`src/rtl/dummy_accelerator_issuer.sv`:
```
// Requester side of the dummy accelerator valid/ready/imm protocol.
// Takes one upstream command, pulses it to the accelerator for one cycle,
// buffers the result and returns it upstream with the measured latency.
// A watchdog flushes the accelerator if no result arrives in time.
module dummy_accelerator_issuer #(
  parameter int unsigned DATA_WIDTH     = 32,
  parameter int unsigned IMM_WIDTH      = 3,
  parameter int unsigned TIMEOUT_CYCLES = 64,
  localparam int unsigned LAT_W         = $clog2(TIMEOUT_CYCLES + 1)
) (
  input  logic                  clk_i,
  input  logic                  rst_ni,
  input  logic                  flush_i,
  input  logic                  cmd_valid_i,
  output logic                  cmd_ready_o,
  input  logic [IMM_WIDTH-1:0]  cmd_imm_i,
  input  logic [DATA_WIDTH-1:0] cmd_op_a_i,
  input  logic [DATA_WIDTH-1:0] cmd_op_b_i,
  output logic                  acc_valid_o,
  output logic [IMM_WIDTH-1:0]  acc_imm_o,
  output logic [DATA_WIDTH-1:0] acc_op_a_o,
  output logic [DATA_WIDTH-1:0] acc_op_b_o,
  output logic                  acc_flush_o,
  input  logic                  acc_res_valid_i,
  input  logic [DATA_WIDTH-1:0] acc_res_i,
  output logic                  acc_ready_o,
  output logic                  res_valid_o,
  input  logic                  res_ready_i,
  output logic [DATA_WIDTH-1:0] res_data_o,
  output logic                  res_err_o,
  output logic [LAT_W-1:0]      res_lat_o
);

  localparam logic [LAT_W-1:0] TimeoutVal = LAT_W'(TIMEOUT_CYCLES);

  typedef enum logic [2:0] {
    StIdle,
    StIssue,
    StWaitRes,
    StAbort,
    StResp
  } state_e;

  state_e                state_q, state_d;
  logic [IMM_WIDTH-1:0]  imm_q, imm_d;
  logic [DATA_WIDTH-1:0] op_a_q, op_a_d;
  logic [DATA_WIDTH-1:0] op_b_q, op_b_d;
  logic [LAT_W-1:0]      cnt_q, cnt_d;
  logic [DATA_WIDTH-1:0] data_q, data_d;
  logic                  err_q, err_d;
  logic [LAT_W-1:0]      lat_q, lat_d;

  // State and datapath registers.
  always_ff @(posedge clk_i or negedge rst_ni) begin
    if (!rst_ni) begin
      state_q <= StIdle;
      imm_q   <= '0;
      op_a_q  <= '0;
      op_b_q  <= '0;
      cnt_q   <= '0;
      data_q  <= '0;
      err_q   <= 1'b0;
      lat_q   <= '0;
    end else begin
      state_q <= state_d;
      imm_q   <= imm_d;
      op_a_q  <= op_a_d;
      op_b_q  <= op_b_d;
      cnt_q   <= cnt_d;
      data_q  <= data_d;
      err_q   <= err_d;
      lat_q   <= lat_d;
    end
  end

  // Next-state, command capture, latency counting and result buffering.
  always_comb begin
    state_d = state_q;
    imm_d   = imm_q;
    op_a_d  = op_a_q;
    op_b_d  = op_b_q;
    cnt_d   = cnt_q;
    data_d  = data_q;
    err_d   = err_q;
    lat_d   = lat_q;

    case (state_q)
      StIdle: begin
        if (cmd_valid_i) begin
          imm_d   = cmd_imm_i;
          op_a_d  = cmd_op_a_i;
          op_b_d  = cmd_op_b_i;
          cnt_d   = '0;
          state_d = StIssue;
        end
      end
      StIssue: begin
        // Counter is 0 here, so the first wait cycle sees 1.
        cnt_d = cnt_q + 1'b1;
        if (acc_res_valid_i) begin
          data_d  = acc_res_i;
          lat_d   = '0;
          state_d = StResp;
        end else begin
          state_d = StWaitRes;
        end
      end
      StWaitRes: begin
        if (cnt_q != TimeoutVal) begin
          cnt_d = cnt_q + 1'b1;
        end
        // A result wins over the timeout in the same cycle.
        if (acc_res_valid_i) begin
          data_d  = acc_res_i;
          lat_d   = cnt_q;
          state_d = StResp;
        end else if (cnt_q == TimeoutVal) begin
          state_d = StAbort;
        end
      end
      StAbort: begin
        err_d   = 1'b1;
        data_d  = '0;
        lat_d   = TimeoutVal;
        state_d = StResp;
      end
      StResp: begin
        if (res_ready_i) begin
          err_d   = 1'b0;
          state_d = StIdle;
        end
      end
      default: begin
        state_d = StIdle;
      end
    endcase

    // Flush overrides every transition, including a same-cycle result capture.
    if (flush_i) begin
      state_d = StIdle;
      err_d   = 1'b0;
      data_d  = data_q;
      lat_d   = lat_q;
    end
  end

  // Outputs decoded from state and registers; only the flush sees an input.
  always_comb begin
    cmd_ready_o = 1'b0;
    acc_valid_o = 1'b0;
    acc_ready_o = 1'b0;
    res_valid_o = 1'b0;
    case (state_q)
      StIdle:    cmd_ready_o = 1'b1;
      StIssue: begin
        acc_valid_o = 1'b1;
        acc_ready_o = 1'b1;
      end
      StWaitRes: acc_ready_o = 1'b1;
      StResp:    res_valid_o = 1'b1;
      default:   ;
    endcase
    acc_flush_o = flush_i | (state_q == StAbort);
  end

  assign acc_imm_o  = imm_q;
  assign acc_op_a_o = op_a_q;
  assign acc_op_b_o = op_b_q;
  assign res_data_o = data_q;
  assign res_err_o  = err_q;
  assign res_lat_o  = lat_q;

endmodule

```
`config.mk`:
```
export PLATFORM = sky130hd
export DESIGN_NAME = dummy_accelerator_issuer
export DESIGN_NICKNAME = d
export VERILOG_FILES = /design/src/rtl/dummy_accelerator_issuer.sv
export SDC_FILE = /design/constraint.sdc
export NUM_CORES = 1
export LEC_CHECK = 0
export BUFFER_PORTS_ARGS = -buffer_cell sky130_fd_sc_hd__buf_2
export CAP_MARGIN = 20
export CELL_PAD_IN_SITES_DETAIL_PLACEMENT = 1
export CELL_PAD_IN_SITES_GLOBAL_PLACEMENT = 1
export CORE_AREA = 4 4 117 119
export DETAILED_ROUTE_END_ITERATION = 6
export DIE_AREA = 0 0 121 123
export PLACE_DENSITY_LB_ADDON = 0.05
export SLEW_MARGIN = 20
export SYNTH_ARGS = -nofsm -noshare
export SYNTH_HDL_FRONTEND = slang
export SYNTH_SLANG_ARGS = --single-unit
```
`constraint.sdc`:
```
create_clock -name clk_i -period 3.7 [get_ports clk_i]
set_clock_uncertainty 0.15 [all_clocks]
set_input_delay 1.11 -clock clk_i [delete_from_list [all_inputs] [get_ports clk_i]]
set_output_delay 1.11 -clock clk_i [all_outputs]
set_load 0.01 [all_outputs]
```
# --- Word level (Yosys, flattened, before mapping) ---
# Cells that the tools add are included.
op_classes:
  mul: 0
  n_shift: 0
  eq_ne: 14
  addsub: 1
  n_bitwise: 2
  muxes: 22
  magnitude_cmp: 0
  div_mod_pow: 0
  reduce_logical: 12
op_table:
  columns: ["cell", "n"]
  rows:
  - ["case mux 32 bit (2 select lines)", 1]
  - ["case mux 7 bit (3 select lines)", 2]
  - ["two-way mux 32 bit", 1]
  - ["two-way mux 7 bit", 4]
  - ["two-way mux 3 bit", 6]
  - ["case mux 3 bit (5 select lines)", 1]
  - ["AND reduction 3 bit", 3]
  - ["nonzero test 3 bit", 3]
  - ["inequality test 2 bit, second input constant", 4]
  - ["adder 7 x 1 -> 7 bit, second input constant", 1]
  - ["equality test 7 bit, second input constant", 1]
  - ["inequality test 7 bit, second input constant", 1]
  - ["equality test 3 x 2 -> 1 bit, second input constant", 2]
  - ["two-way mux 1 bit", 6]
  - ["inequality test 3 bit, second input constant", 2]
  - ["inequality test 4 bit, second input constant", 1]
  - ["AND reduction 2 bit", 2]
  - ["AND reduction 4 bit", 1]
  - ["equality test 3 x 1 -> 1 bit, second input constant", 1]
  - ["equality test 3 bit, second input constant", 1]
  - ["zero test 3 bit", 1]
  - ["inequality test 2 x 1 -> 1 bit, second input constant", 1]
  - ["case mux 1 bit (2 select lines)", 1]
  - ["nonzero test 2 bit", 1]
  - ["other kinds (3)", 3]
totals:
  output_inout_bits: 112
  latchBits: 0
  mem_bits_ro: 0
  register_bits: 117
  mem_count: 0
  mem_bits_rw: 0

# --- Logic depth before layout (Yosys ltp) ---
depth:
  ltp_word: 5
  mapped_depth: 7
  ltp_nobuf: 6

# --- Worst setup path before layout ---
# OpenSTA, ideal clock, no wires.
synth_path:
  path_kind: "input -> output"
  start: "in flush_i"
  end: "out acc_flush_o"
  n_path_buf: 0
  t_arrival_ns: 1.269
  setup_slack_ns: 1.171
  path_stages: 1
  path_cell_list: "nand2b_1"
synth_via:
  elab_chain_len: 1
synth_rtl:
  columns: ["item", "line_no", "source"]
  rows:
  - ["from (decl)", "13", "input logic flush_i,"]
  - ["OR 1 bit", "163", "acc_flush_o = flush_i | (state_q == StAbort);"]
  - ["to (decl)", "23", "output logic acc_flush_o,"]
# Every way passes these cells.

# --- Worst setup path after layout ---
layout_path:
  start: "reg state_q[1]"
  end: "out acc_ready_o"
layout_via:
  elab_chain_len: 3
  elab_cells_between_ends: 4
  cone_classes: "2 x eq/ne; 1 x mux; 1 x reduce/logical"
layout_rtl:
  columns: ["item", "line_no", "source"]
  rows:
  - ["from (decl)", "44", "state_e state_q, state_d;"]
  - ["from (signal assigned)", "56", "state_q <= StIdle;"]
  - ["from (signal assigned)", "65", "state_q <= state_d;"]
  - ["equality test 3 x 2 -> 1 bit or equality test 3 x 1 -> 1 bit (tied branches)", "153", "case (state_q)"]
  - ["OR reduction 2 bit (no source line) (*)", null, null]
  - ["two-way mux 1 bit (*)", "153", null]
  - ["to (decl)", "26", "output logic acc_ready_o,"]
# Every way passes the cells marked *; elsewhere a longest branch is shown, timed or not.

==> reports/qor.txt <==
part of the cycle the worst path needs -> 83.5%
Post-Syn Area -> 4740 um^2
Die X -> 121 um
PortBufs -> 216
cts-stage hold buffer count -> 0
synth top area cells -> dfrtp_1 (62%), mux2_2 (14%), nand2_1 (6.4%), o21ai_0 (4.5%), buf_6 (1.9%)
Cell Rows -> 41
All-Layer GR Usage -> 17.9%
Max Clock Freq -> 324 MHz
Boundary Pins -> 217
Max Cap Viol -> 0
antenna violations before repair -> 1
Crit Path Category -> flop to output pin
synthesized flop and latch total -> 117
Post-Syn Nets -> 491
via count -> 3,678
Setup-failing EPs final -> 0
Setup crit start kind -> flop
crit end category -> output pin
Leakage Power -> 0.00336 uW
Initial Util -> 37.7%
unrepaired setup endpoints after global routing -> false
DP Wirelength -> 9940 um
Avg Vias per Cell -> 4.70
Final GP Congestion -> 0.782
Die Footprint -> 14,900 um^2
Worst VDD drop -> 237 uV
area grow syn2layout -> 37.5%
ys flop type -> dfrtp_1
cts bufs inserted -> 17
CORE AREA -> 12,600 um^2
EDFF count, synth -> 0
post-CTS setup buffer count -> 0
Syn Area/Cell -> 12.3 um^2
Fin Setup TNS -> 0 ns
first-pass GRT wire length -> 20,500 um
Yosys top cell area share -> 61.8%
synth cell count leaders -> dfrtp_1 (117), nand2_1 (81), mux2_2 (59), o21ai_0 (43), buf_2 (9)
Die H -> 123 um
clk slew on worst S/H paths -> 0.05 ns
Clock Latency Late Sink -> 0.40 ns
# resized after CTS -> 0
DRT iter0 DRCs -> 147
Detail Route Antenna Nets -> 0
Synth area leader -> dfrtp_1
H-tree depth -> 4
Yosys warnings -> 0
Final #Nets -> 708
critical path data arrival time -> 1.83 ns
Hold Crit Class -> flop to flop
ANT cells -> 0
clk sinks -> 117
GRT Residual Overflow -> 0
CTS tree -> built
DRC violations left -> 0
status -> complete, no violations
worst slew pin tran -> 0.574 ns
Unique masters post-synth -> 40
Post-synth ARST share -> 100%
min Tclk post-route -> 3.09 ns
vias in the first global route -> 3,881
Final Hold Viols -> 0
final wirelength -> 13,200 um
Slew Limit Fails -> 0
pwr dens -> 620 nW/um^2
relative slew slack -> 61.6%
maximum number of pins on one net before global-route repair -> 50
share of cells above drive strength 1 -> 51.7%
Crit Path Max Fanout -> 10
most frequent cell after synthesis -> dfrtp_1
root buffer cell -> clkbuf_16
Req. time, crit path -> 2.44 ns
post-layout util -> 51.9%
post-synthesis cell count -> 384
post-synthesis sequential area ratio -> 61.8%
routed length per instance -> 16.8 um
Longest Clk Path Bufs -> 2
1st-pass router iterations -> 4
through the flow:
stage	cells	cell area [um^2]	hold slack (ns)	power (uW)	setup slack (ns)
global placement	754	5960	0.307	2520	0.909
detailed placement	754	5960	0.317	2550	0.904
CTS	783	6520	0.329	4110	0.580
finish	783	6520	0.325	4040	0.611
global route	783	6520	0.339	4280	0.505
floorplan	384	4740	0.303	2110	1.17
flip-flops by register name, summed over array words and instances, names as in the netlist:
register	cells
acc_imm_o	3
acc_op_a_o	32
acc_op_b_o	32
cnt_q	7
res_data_o	32
res_err_o	1
res_lat_o	7
state_q	3
metal layers:
layer	GRT usage (%)	part of all wire [%]
met1	20.0	39
met2	30.7	50
met3	7.23	9.0
met5	0	0.099
met4	6.73	1.4
report_power, final:
group	leakage [uW]	internal (uW)	switching (uW)	total, uW
Clock	0.000281	1010	518	1530
Combinational	0.00164	391	447	838
Sequential	0.00144	1540	133	1670
area by class of cell:
class	instances	area, um^2
Clock buffer	25	515
Multi-Input combinational cell	238	1620
Inverter	5	23.8
Sequential cell	117	2930
Tap cell	172	215
Timing Repair Buffer	222	1170
Fill cell	1406	6050
Clock inverter	4	45.0
placed cells by master, fill, tap and decap left out, types with 3 or more instances in the layout:
master     count
a21oi_1        4
buf_12         3
buf_2        215
buf_4          4
clkbuf_16     17
clkbuf_8       6
clkinv_2       3
dfrtp_1      117
inv_1          4
mux2_1         8
mux2_2        59
nand2_1       81
nand3_1        3
o21ai_0       43
o31ai_1        6
final timing paths:
| kind | start | to | slack, ns | cells after the start |
|---|---|---|---|---|
| worst max register to register | state_q[0]$_DFFE_PN0P_ | acc_op_b_o[7]$_DFFE_PN0P_ | 1.41 | 5 |
| worst max-delay path | state_q[1]$_DFFE_PN0P_ | acc_ready_o | 0.61 | 3 |
| worst min-delay path | res_data_o[11]$_DFFE_PN0P_ | res_data_o[11]$_DFFE_PN0P_ | 0.32 | 2 |
| min in group asynchronous | rst_ni | acc_op_b_o[31]$_DFFE_PN0P_ | 0.51 | 1 |
| max in group asynchronous | rst_ni | acc_op_a_o[23]$_DFFE_PN0P_ | 2.02 | 2 |
| worst min register to register | res_data_o[11]$_DFFE_PN0P_ | res_data_o[11]$_DFFE_PN0P_ | 0.32 | 2 |
kinds of logic after synthesis:
family,after synthesis,synth area share (%)
muxes,67,15.9
DFF,117,61.8
xor gates and xnor gates,2,0.370
and+or+nand+nor,104,9.72
buffers and inverters,29,4.07
adders and majority gates,3,0.765
AOI/OAI and AO/OA,62,7.39
worst max-delay path: stages, from the launching register on:
cell and delay, ns:
dfrtp_1 0.55, or3b_1 0.53, nand2_1 0.19, buf_2 0.15
Note: power is estimated with default switching activity, not from simulation.
